--- config.mk ---
export PLATFORM = sky130hd
export DESIGN_NAME = ext_mem_bridge
export DESIGN_NICKNAME = d
export VERILOG_FILES = /design/src/rtl/ext_mem_bridge_pkg.sv /design/src/rtl/memb_wait_ctr.sv /design/src/rtl/ext_mem_bridge.sv
export SDC_FILE = /design/constraint.sdc
export NUM_CORES = 1
export LEC_CHECK = 0
export ABC_AREA = 1
export BUFFER_PORTS_ARGS = -buffer_cell sky130_fd_sc_hd__buf_2
export CAP_MARGIN = 10
export CORE_ASPECT_RATIO = 1.75
export CORE_UTILIZATION = 40
export DETAILED_ROUTE_END_ITERATION = 16
export PLACE_DENSITY = 0.7
export SYNTH_ARGS = -nofsm -noshare
export SYNTH_HDL_FRONTEND = slang
export SYNTH_SLANG_ARGS = --single-unit
--- constraint.sdc ---
create_clock -name clk -period 1.78 [get_ports clk]
set_clock_uncertainty 0.2 [all_clocks]
set_input_delay 0.445 -clock clk [delete_from_list [all_inputs] [get_ports clk]]
set_output_delay 0.445 -clock clk [all_outputs]
set_load 0.05 [all_outputs]
--- src/rtl/ext_mem_bridge_pkg.sv ---
// ext_mem_bridge_pkg: shared state encoding and wait-counter limits for the SRAM bridge.
package ext_mem_bridge_pkg;
  typedef enum logic [1:0] {IDLE, SETUP, STROBE, HOLD} memb_state_t;
  localparam int WAIT_W   = 4;
  localparam int WAIT_MIN = 1;
  localparam int WAIT_MAX = 15;
endpackage

--- src/rtl/memb_wait_ctr.sv ---
// memb_wait_ctr: loadable down-counter that saturates at zero; done marks the final strobe cycle.
module memb_wait_ctr
  import ext_mem_bridge_pkg::*;
(
  input  logic              clk,
  input  logic              rst,
  input  logic              load,
  input  logic              en,
  input  logic [WAIT_W-1:0] load_val,
  output logic              done
);
  logic [WAIT_W-1:0] cnt_q, cnt_d;
  always_comb cnt_d = load ? load_val : (en && cnt_q != '0) ? cnt_q - 1'b1 : cnt_q;
  always_ff @(posedge clk) cnt_q <= rst ? '0 : cnt_d;
  assign done = cnt_q == WAIT_W'(1);
endmodule

--- src/rtl/ext_mem_bridge.sv ---
// ext_mem_bridge: CPU-to-async-SRAM access sequencer (SETUP / STROBE x WAIT_CYCLES / HOLD).
// Define EXT_MEM_BRIDGE_RDCACHE_EN to build a one-entry write-through read cache.
module ext_mem_bridge
  import ext_mem_bridge_pkg::*;
#(
  parameter int WAIT_CYCLES = 2
) (
  input  logic        clk,
  input  logic        rst,
  input  logic        cpu_req,
  input  logic        cpu_rw,
  input  logic [7:0]  cpu_addr_h,
  input  logic [7:0]  cpu_addr_l,
  input  logic [7:0]  cpu_wdata,
  output logic [7:0]  cpu_rdata,
  output logic        cpu_ready,
  output logic        cpu_stall,
  output logic [15:0] sram_addr,
  output logic [7:0]  sram_dq_out,
  input  logic [7:0]  sram_dq_in,
  output logic        sram_dq_oe,
  output logic        sram_ce_n,
  output logic        sram_oe_n,
  output logic        sram_we_n
);
  if (WAIT_CYCLES < WAIT_MIN || WAIT_CYCLES > WAIT_MAX) begin : g_bad_wait
    $error("ext_mem_bridge: WAIT_CYCLES must be in 1..15");
  end
  memb_state_t state_q, state_d;
  logic        rw_q, rw_d;
  logic [15:0] addr_q, addr_d;
  logic [7:0]  wdata_q, wdata_d, rdata_q, rdata_d, hit_data;
  logic        done, hit, hit_q, active;
`ifdef EXT_MEM_BRIDGE_RDCACHE_EN
  logic        valid_q, valid_d, hit_d;
  logic [15:0] tag_q, tag_d;
  logic [7:0]  cdata_q, cdata_d;
  assign hit      = valid_q && cpu_rw && {cpu_addr_h, cpu_addr_l} == tag_q;
  assign hit_data = cdata_q;
  always_comb begin
    valid_d = valid_q;
    tag_d   = tag_q;
    cdata_d = cdata_q;
    hit_d   = (state_q == IDLE && cpu_req) ? hit : hit_q;
    if (state_q == HOLD && !hit_q) begin
      if (rw_q) {valid_d, tag_d, cdata_d} = {1'b1, addr_q, rdata_q};
      else if (valid_q && tag_q == addr_q) cdata_d = wdata_q;
    end
  end
  always_ff @(posedge clk) begin
    valid_q <= rst ? 1'b0 : valid_d;
    hit_q   <= rst ? 1'b0 : hit_d;
    tag_q   <= rst ? '0 : tag_d;
    cdata_q <= rst ? '0 : cdata_d;
  end
`else
  assign hit      = 1'b0;
  assign hit_q    = 1'b0;
  assign hit_data = 8'h00;
`endif
  always_comb begin
    state_d = state_q;
    rw_d    = rw_q;
    addr_d  = addr_q;
    wdata_d = wdata_q;
    rdata_d = rdata_q;
    unique case (state_q)
      IDLE: if (cpu_req) begin
        state_d = hit ? HOLD : SETUP;
        rw_d    = cpu_rw;
        addr_d  = {cpu_addr_h, cpu_addr_l};
        wdata_d = cpu_wdata;
        rdata_d = hit ? hit_data : rdata_q;
      end
      SETUP:  state_d = STROBE;
      STROBE: if (done) begin
        state_d = HOLD;
        rdata_d = rw_q ? sram_dq_in : rdata_q;
      end
      default: state_d = IDLE;
    endcase
  end
  always_ff @(posedge clk) begin
    state_q <= rst ? IDLE : state_d;
    rw_q    <= rst ? 1'b0 : rw_d;
    addr_q  <= rst ? '0 : addr_d;
    wdata_q <= rst ? '0 : wdata_d;
    rdata_q <= rst ? '0 : rdata_d;
  end
  memb_wait_ctr u_wait (
    .clk      (clk),
    .rst      (rst),
    .load     (state_q == SETUP),
    .en       (state_q == STROBE),
    .load_val (WAIT_W'(WAIT_CYCLES)),
    .done     (done)
  );
  // a cache-hit HOLD never touches the SRAM
  assign active      = state_q != IDLE && !hit_q;
  assign sram_addr   = addr_q;
  assign sram_dq_out = wdata_q;
  assign sram_dq_oe  = active && !rw_q;
  assign sram_ce_n   = !active;
  assign sram_oe_n   = !(state_q == STROBE && rw_q);
  assign sram_we_n   = !(state_q == STROBE && !rw_q);
  assign cpu_ready   = state_q == HOLD;
  assign cpu_rdata   = rdata_q;
  assign cpu_stall   = (state_q == IDLE && cpu_req) || state_q == SETUP || state_q == STROBE;
endmodule

==> results of run 1 <==
-- worst min-delay path, stage by stage --
cell     delay [ns]
buf_2          0.07
o21ai_1        0.06
nor2_1         0.07
-- layer usage --
metal | up-vias | GRT usage | part of all wire
met5 | - | 0 | 0
met4 | 0 | 0.0935 | 0.014
met3 | 4 | 0.0368 | 0.055
met2 | 61 | 0.360 | 0.53
met1 | 718 | 0.179 | 0.40
li1 | 822 | - | -
-- timing repair --
action | in CTS | in global routing
resized for setup | 25 | 2
setup endpoints to repair | 6 | 6
pin swaps | 3 | 0
-- cell usage in the layout, fill, tap and decap left out, types with 4 or more instances in the layout --
cell type,synthesis,routed
a21oi_1,11,11
buf_2,2,67
buf_4,1,6
buf_6,4,4
clkbuf_8,0,7
dfxtp_1,39,37
inv_1,10,7
inv_2,1,4
nand2_1,18,18
nand4_1,10,10
nor2_1,59,58
o21ai_0,26,26
-- registers in the layout, summed over array words and instances (netlist names) --
register	cells
sram_dq_out	8
state_q	2
cpu_rdata	8
rw_q	1
u_wait.cnt_q	4
sram_addr	16
-- power breakdown --
part	switching, µW	internal (µW)	total (µW)
registers	115	1080	1190
logic	1470	689	2160
clock network	290	354	643
-- through the flow --
stage          power, µW  cells  setup TNS [ns]  area (µm²)
4_1_cts             4030    332          -0.496        2230
3_3_place_gp        3160    324               0        2060
6_report            3990    332          -0.413        2240
2_1_floorplan       2790    206         -0.0579        1660
5_1_grt             4260    332          -0.680        2240
3_5_place_dp        3190    324               0        2060
-- worst max-delay path by stage --
| stage | start | endpoint | slack, ns | cells after the start |
|---|---|---|---|---|
| 2_1_floorplan | state_q[0] | cpu_stall | -0.06 | 5 |
| 3_3_place_gp | state_q[1] | sram_we_n | 0.06 | 4 |
| 3_5_place_dp | state_q[1] | sram_we_n | 0.03 | 4 |
| 4_1_cts | state_q[0] | sram_we_n | -0.13 | 5 |
| 5_1_grt | state_q[0] | cpu_stall | -0.17 | 6 |
| 6_report | state_q[0] | sram_we_n | -0.12 | 5 |
-- logic make-up after synthesis --
| kind of cell | count (synthesis) | share of synthesized area |
|---|---|---|
| DFF | 39 | 0.480 |
| AOI/OAI and AO/OA | 39 | 0.121 |
| buffers and inverters | 23 | 0.0807 |
| adders and majority gates | 6 | 0.0461 |
| and+or+nand+nor | 99 | 0.273 |
-- area by class of cell --
class,count,area (µm²)
tap,48,60.1
sequential,39,786
inverter,13,53.8
timing repair buffer,80,470
multi-input combinational,144,768
clock buffer,8,100
fill,412,1670
==> impl_metrics.toml, run 1 <==
[min_path]
holdCritStartpoint = "cpu_wdata[5]"
worstHoldPathType = "in -> reg"
hold_depth = 3
hold_end = "sram_dq_out[5]"

[sta]
finalCritPeriodShare = 1.07
rsz0062_at_grt = "yes"
fmax_ghz = 0.525
timing.hold.ws_ns = 0.194
setup_viol = 5
hold_viol = 0
tightest_slew_ns = 0.465
slew_headroom = 0.690
fin_ws_ns = -0.125
drv_slew = 0
fin_crit_ns = 1.90

[global_route]
grt_max_degree = 29
track_usage = 0.187
overflow = 0
grt_pass1_wl_um = 6260
grt_pass1_vias = 1510
antenna_found_initial = 0

[drt]
via_per_inst = 4.83
route.vias.total = 1605
post_drt_wl_per_cell_um = 11.0
drt_iter0_markers = 11
drc = 0
antenna_left = 0
wl_um = 3660
drtPass1Iterations = 4

[clock_network]
cts_max_level = 2
numClockSinks = 39
clkTransAtPathRegs_ns = 0.07
numCtsBuffers = 5
clockBufferDepth = 2
clkLatencyLatePin_ns = 0.28
cts_tree = "built"
ctsHoldBuffers = 0
cts_root_buf = "clkbuf_8"
post_cts_buffers = 0

[setup_path]
critPathKind = "reg -> out"
reg2reg_to = "sram_dq_out[0]"
cp_num_buf_inv = 3
critPathTopFamily = "flip-flops"
slowest_stage = "dfxtp_2"
rr_startpoint = "state_q[1]"
arrival_ns = 1.26
slowest_delay_ns = 0.33
reg2reg_depth = 7
reg2reg_setup_slack_ns = 0.15
critPathMaxFanout = 3
cp-end-kind = "output pin"
cp_data_required_time_ns = 1.13
worstSetupStartpointType = "flop"
crit_chain = "inv_2, ha_4, inv_2, or2_4, buf_8"
path_common_cell = "inv_2"

[synthesis]
ys.flop_type = "dfxtp_1"
ys_seq_area_frac = 0.480
post_synth_num_cell_types = 23
synth.area.top_cells = "dfxtp_1, nor2_1, o21ai_0, ha_1, nand2_1"
syn_inst = 206
synth-seq-cells = 39
synth_top_cells_by_count = "nor2_1, dfxtp_1, o21ai_0, nand2_1, a21oi_1"
async_flop_share = 0
yosys.area.top_type = "dfxtp_1"
synth_area_per_cell_um2 = 7.90
synth_area_um2 = 1630
synth_top_area_share = 0.480
synth_nets = 248
synth.most_common_cell = "nor2_1"
synth_edf_count = 0
synth_warnings = 0

[placed_design]
place_congestion = 0.801
port_buffers = 73
dp_hpwl_um = 2670
pre_cts_slack_ns = 0.0339

[finish]
finalNetCount = 325
final_core_util = 0.573
drive_gt1_frac = 0.380
synthToLayoutAreaGrowth_pct = 37.5
antenna_cells = 0

[floorplan]
chipHeight_um = 86.4
ios = 74
dieArea_um2 = 4340
core-area_um2 = 3900
die_w_um = 50.2
rows = 30
start_util = 0.417

[outcome]
violations = "setup timing"
outcome = "complete, but fails checks"

[power_and_ir_drop]
p_leak_uw = 0.00108
ir_worst_vdd_mv = 0.930
power_density_nw_per_um2 = 1780

[run]
cap_violations = 0
Note: power is estimated with default switching activity, not from simulation.
==> run 2: changes to the inputs <==
- RECOVER_POWER: unset -> 100
==> run 2 against run 1 <==
The run still ends with setup timing left. Critical path depth is the same. Cell count is the same. Sequential power is essentially flat.
==> impl_metrics.toml, run 2 (synthesis gave the netlist of run 1 again) <==
[drt]
drtPass1Iterations = 4
wl_um = 3710
via_per_inst = 4.79
drt_iter0_markers = 14
post_drt_wl_per_cell_um = 11.2
route.vias.total = 1589
antenna_left = 0
drc = 0

[outcome]
outcome = "complete, but fails checks"
violations = "setup timing"

[finish]
fillCellCount = 415
drive_gt1_frac = 0.373
finalNetCount = 325
regArea_um2 = 786
synthToLayoutAreaGrowth_pct = 36.5
layout_common_cells = "nor2_1, dfxtp_1, buf_2, clkbuf_2, o21ai_0"
multiInputGateArea_um2 = 753
antenna_cells = 0
largest_reg_flops = 16
final_common_cell = "nor2_1"

[setup_path]
critPathKind = "reg -> out"
reg2reg_to = "sram_dq_out[0]"
rr_startpoint = "state_q[0]"
critPathMaxFanout = 3
arrival_ns = 1.26
crit_end = "sram_we_n"
worstSetupStartpointType = "flop"
cp_data_required_time_ns = 1.13
cp-startpoint = "state_q[0]"
cp-end-kind = "output pin"
reg2reg_depth = 8
reg2reg_setup_slack_ns = 0.05

[sta]
rsz0062_at_grt = "yes"
finalCritPeriodShare = 1.07
hold_viol = 0
tightest_slew_ns = 0.401
setup_viol = 5
drv_slew = 0
fin_crit_ns = 1.91
tns_ns = -0.418
fmax_ghz = 0.524
slew_headroom = 0.732
fin_ws_ns = -0.127

[global_route]
track_usage = 0.187
grt_max_degree = 29
overflow = 0
antenna_found_initial = 0
grt_pass1_vias = 1510
grt_pass1_wl_um = 6260

[clock_network]
clockBufferDepth = 2
numClockSinks = 39
clkLatencyLatePin_ns = 0.28
cts_root_buf = "clkbuf_8"
ctsHoldBuffers = 0
cts_max_level = 2
clkTransAtPathRegs_ns = 0.07
numCtsBuffers = 5
cts_tree = "built"

[floorplan]
dieArea_um2 = 4340
ios = 74
die_w_um = 50.2
core-area_um2 = 3900
chipHeight_um = 86.4
rows = 30
start_util = 0.417

[placed_design]
pre_cts_slack_ns = 0.0339
place_congestion = 0.801
port_buffers = 73
dp_hpwl_um = 2670

[power_and_ir_drop]
p_leak_uw = 0.00106
ir_worst_vdd_mv = 0.934
power_density_nw_per_um2 = 1790

[run]
cap_violations = 0

[min_path]
worstHoldPathType = "in -> reg"
==> run 2: changes by cell type in the layout (fill, tap and decap cells not counted) <==
| cell | change |
|---|---|
| nand3_1 | +1 |
| buf_2 | -32 |
| nand3_4 | -1 |
| inv_4 | -1 |
| nand2_1 | +1 |
| clkbuf_2 | +32 |
| nand2_2 | -1 |
| clkinv_2 | +1 |
==> run 2: worst max-delay path: stages (launching register included) <==
cell and delay, ns:
dfxtp_2 0.33, inv_2 0.08, ha_4 0.15, inv_2 0.05, or2_4 0.23, buf_8 0.15
==> run 2: layout make-up <==
class	count	area share
Clock buffer	8	0.0450
Multi-Input combinational cell	144	0.339
Inverter	13	0.0236
Tap cell	48	0.0270
Sequential cell	39	0.354
Timing Repair Buffer	80	0.212
==> run 2: power breakdown <==
group,leakage [µW],switching (µW),internal [µW],total [µW]
sequential,0.000321,121,1080,1200
clock,0.0000515,289,354,643
combinational,0.000683,1460,679,2140
==> run 2: layer usage <==
| layer | up-vias | wire length (µm) | global-route usage | share of wire |
|---|---|---|---|---|
| met1 | 712 | 1490 | 0.179 | 0.40 |
| met3 | 4 | 187 | 0.0368 | 0.050 |
| met5 | - | 0 | 0 | 0 |
| met4 | 0 | 50 | 0.0935 | 0.013 |
| met2 | 52 | 1980 | 0.360 | 0.53 |
| li1 | 821 | - | - | - |
==> run 2: how the worst min path moves through the flow <==
stage	startpoint	to	slack [ns]	cells past startpoint
final	cpu_wdata[5]	sram_dq_out[5]	0.19	3
after global routing	cpu_wdata[5]	sram_dq_out[5]	0.20	3
after CTS	cpu_wdata[5]	sram_dq_out[5]	0.18	3
after detailed placement	cpu_rdata[2]	cpu_rdata[2]	0.25	2
after global placement	cpu_rdata[7]	cpu_rdata[7]	0.25	2
after floorplan	u_wait.cnt_q[3]	u_wait.cnt_q[3]	0.30	2
==> run 2: timing repair <==
action | 4_1_cts | 5_1_grt
gates resized for setup | 25 | 2
pin swaps | 3 | 0
endpoints found under the setup margin | 6 | 6
setup buffers | 0 | 0
==> run 2: metrics by stage <==
stage | cell area [µm²] | instances | util | hold slack (ns) | total power, µW
6_report | 2220 | 332 | 0.569 | 0.194 | 3980
5_1_grt | 2220 | 332 | 0.569 | 0.201 | 4250
4_1_cts | 2230 | 332 | 0.572 | 0.185 | 4030
3_5_place_dp | 2060 | 324 | 0.527 | 0.254 | 3190
3_3_place_gp | 2060 | 324 | 0.527 | 0.247 | 3160
2_1_floorplan | 1660 | 206 | - | 0.301 | 2790
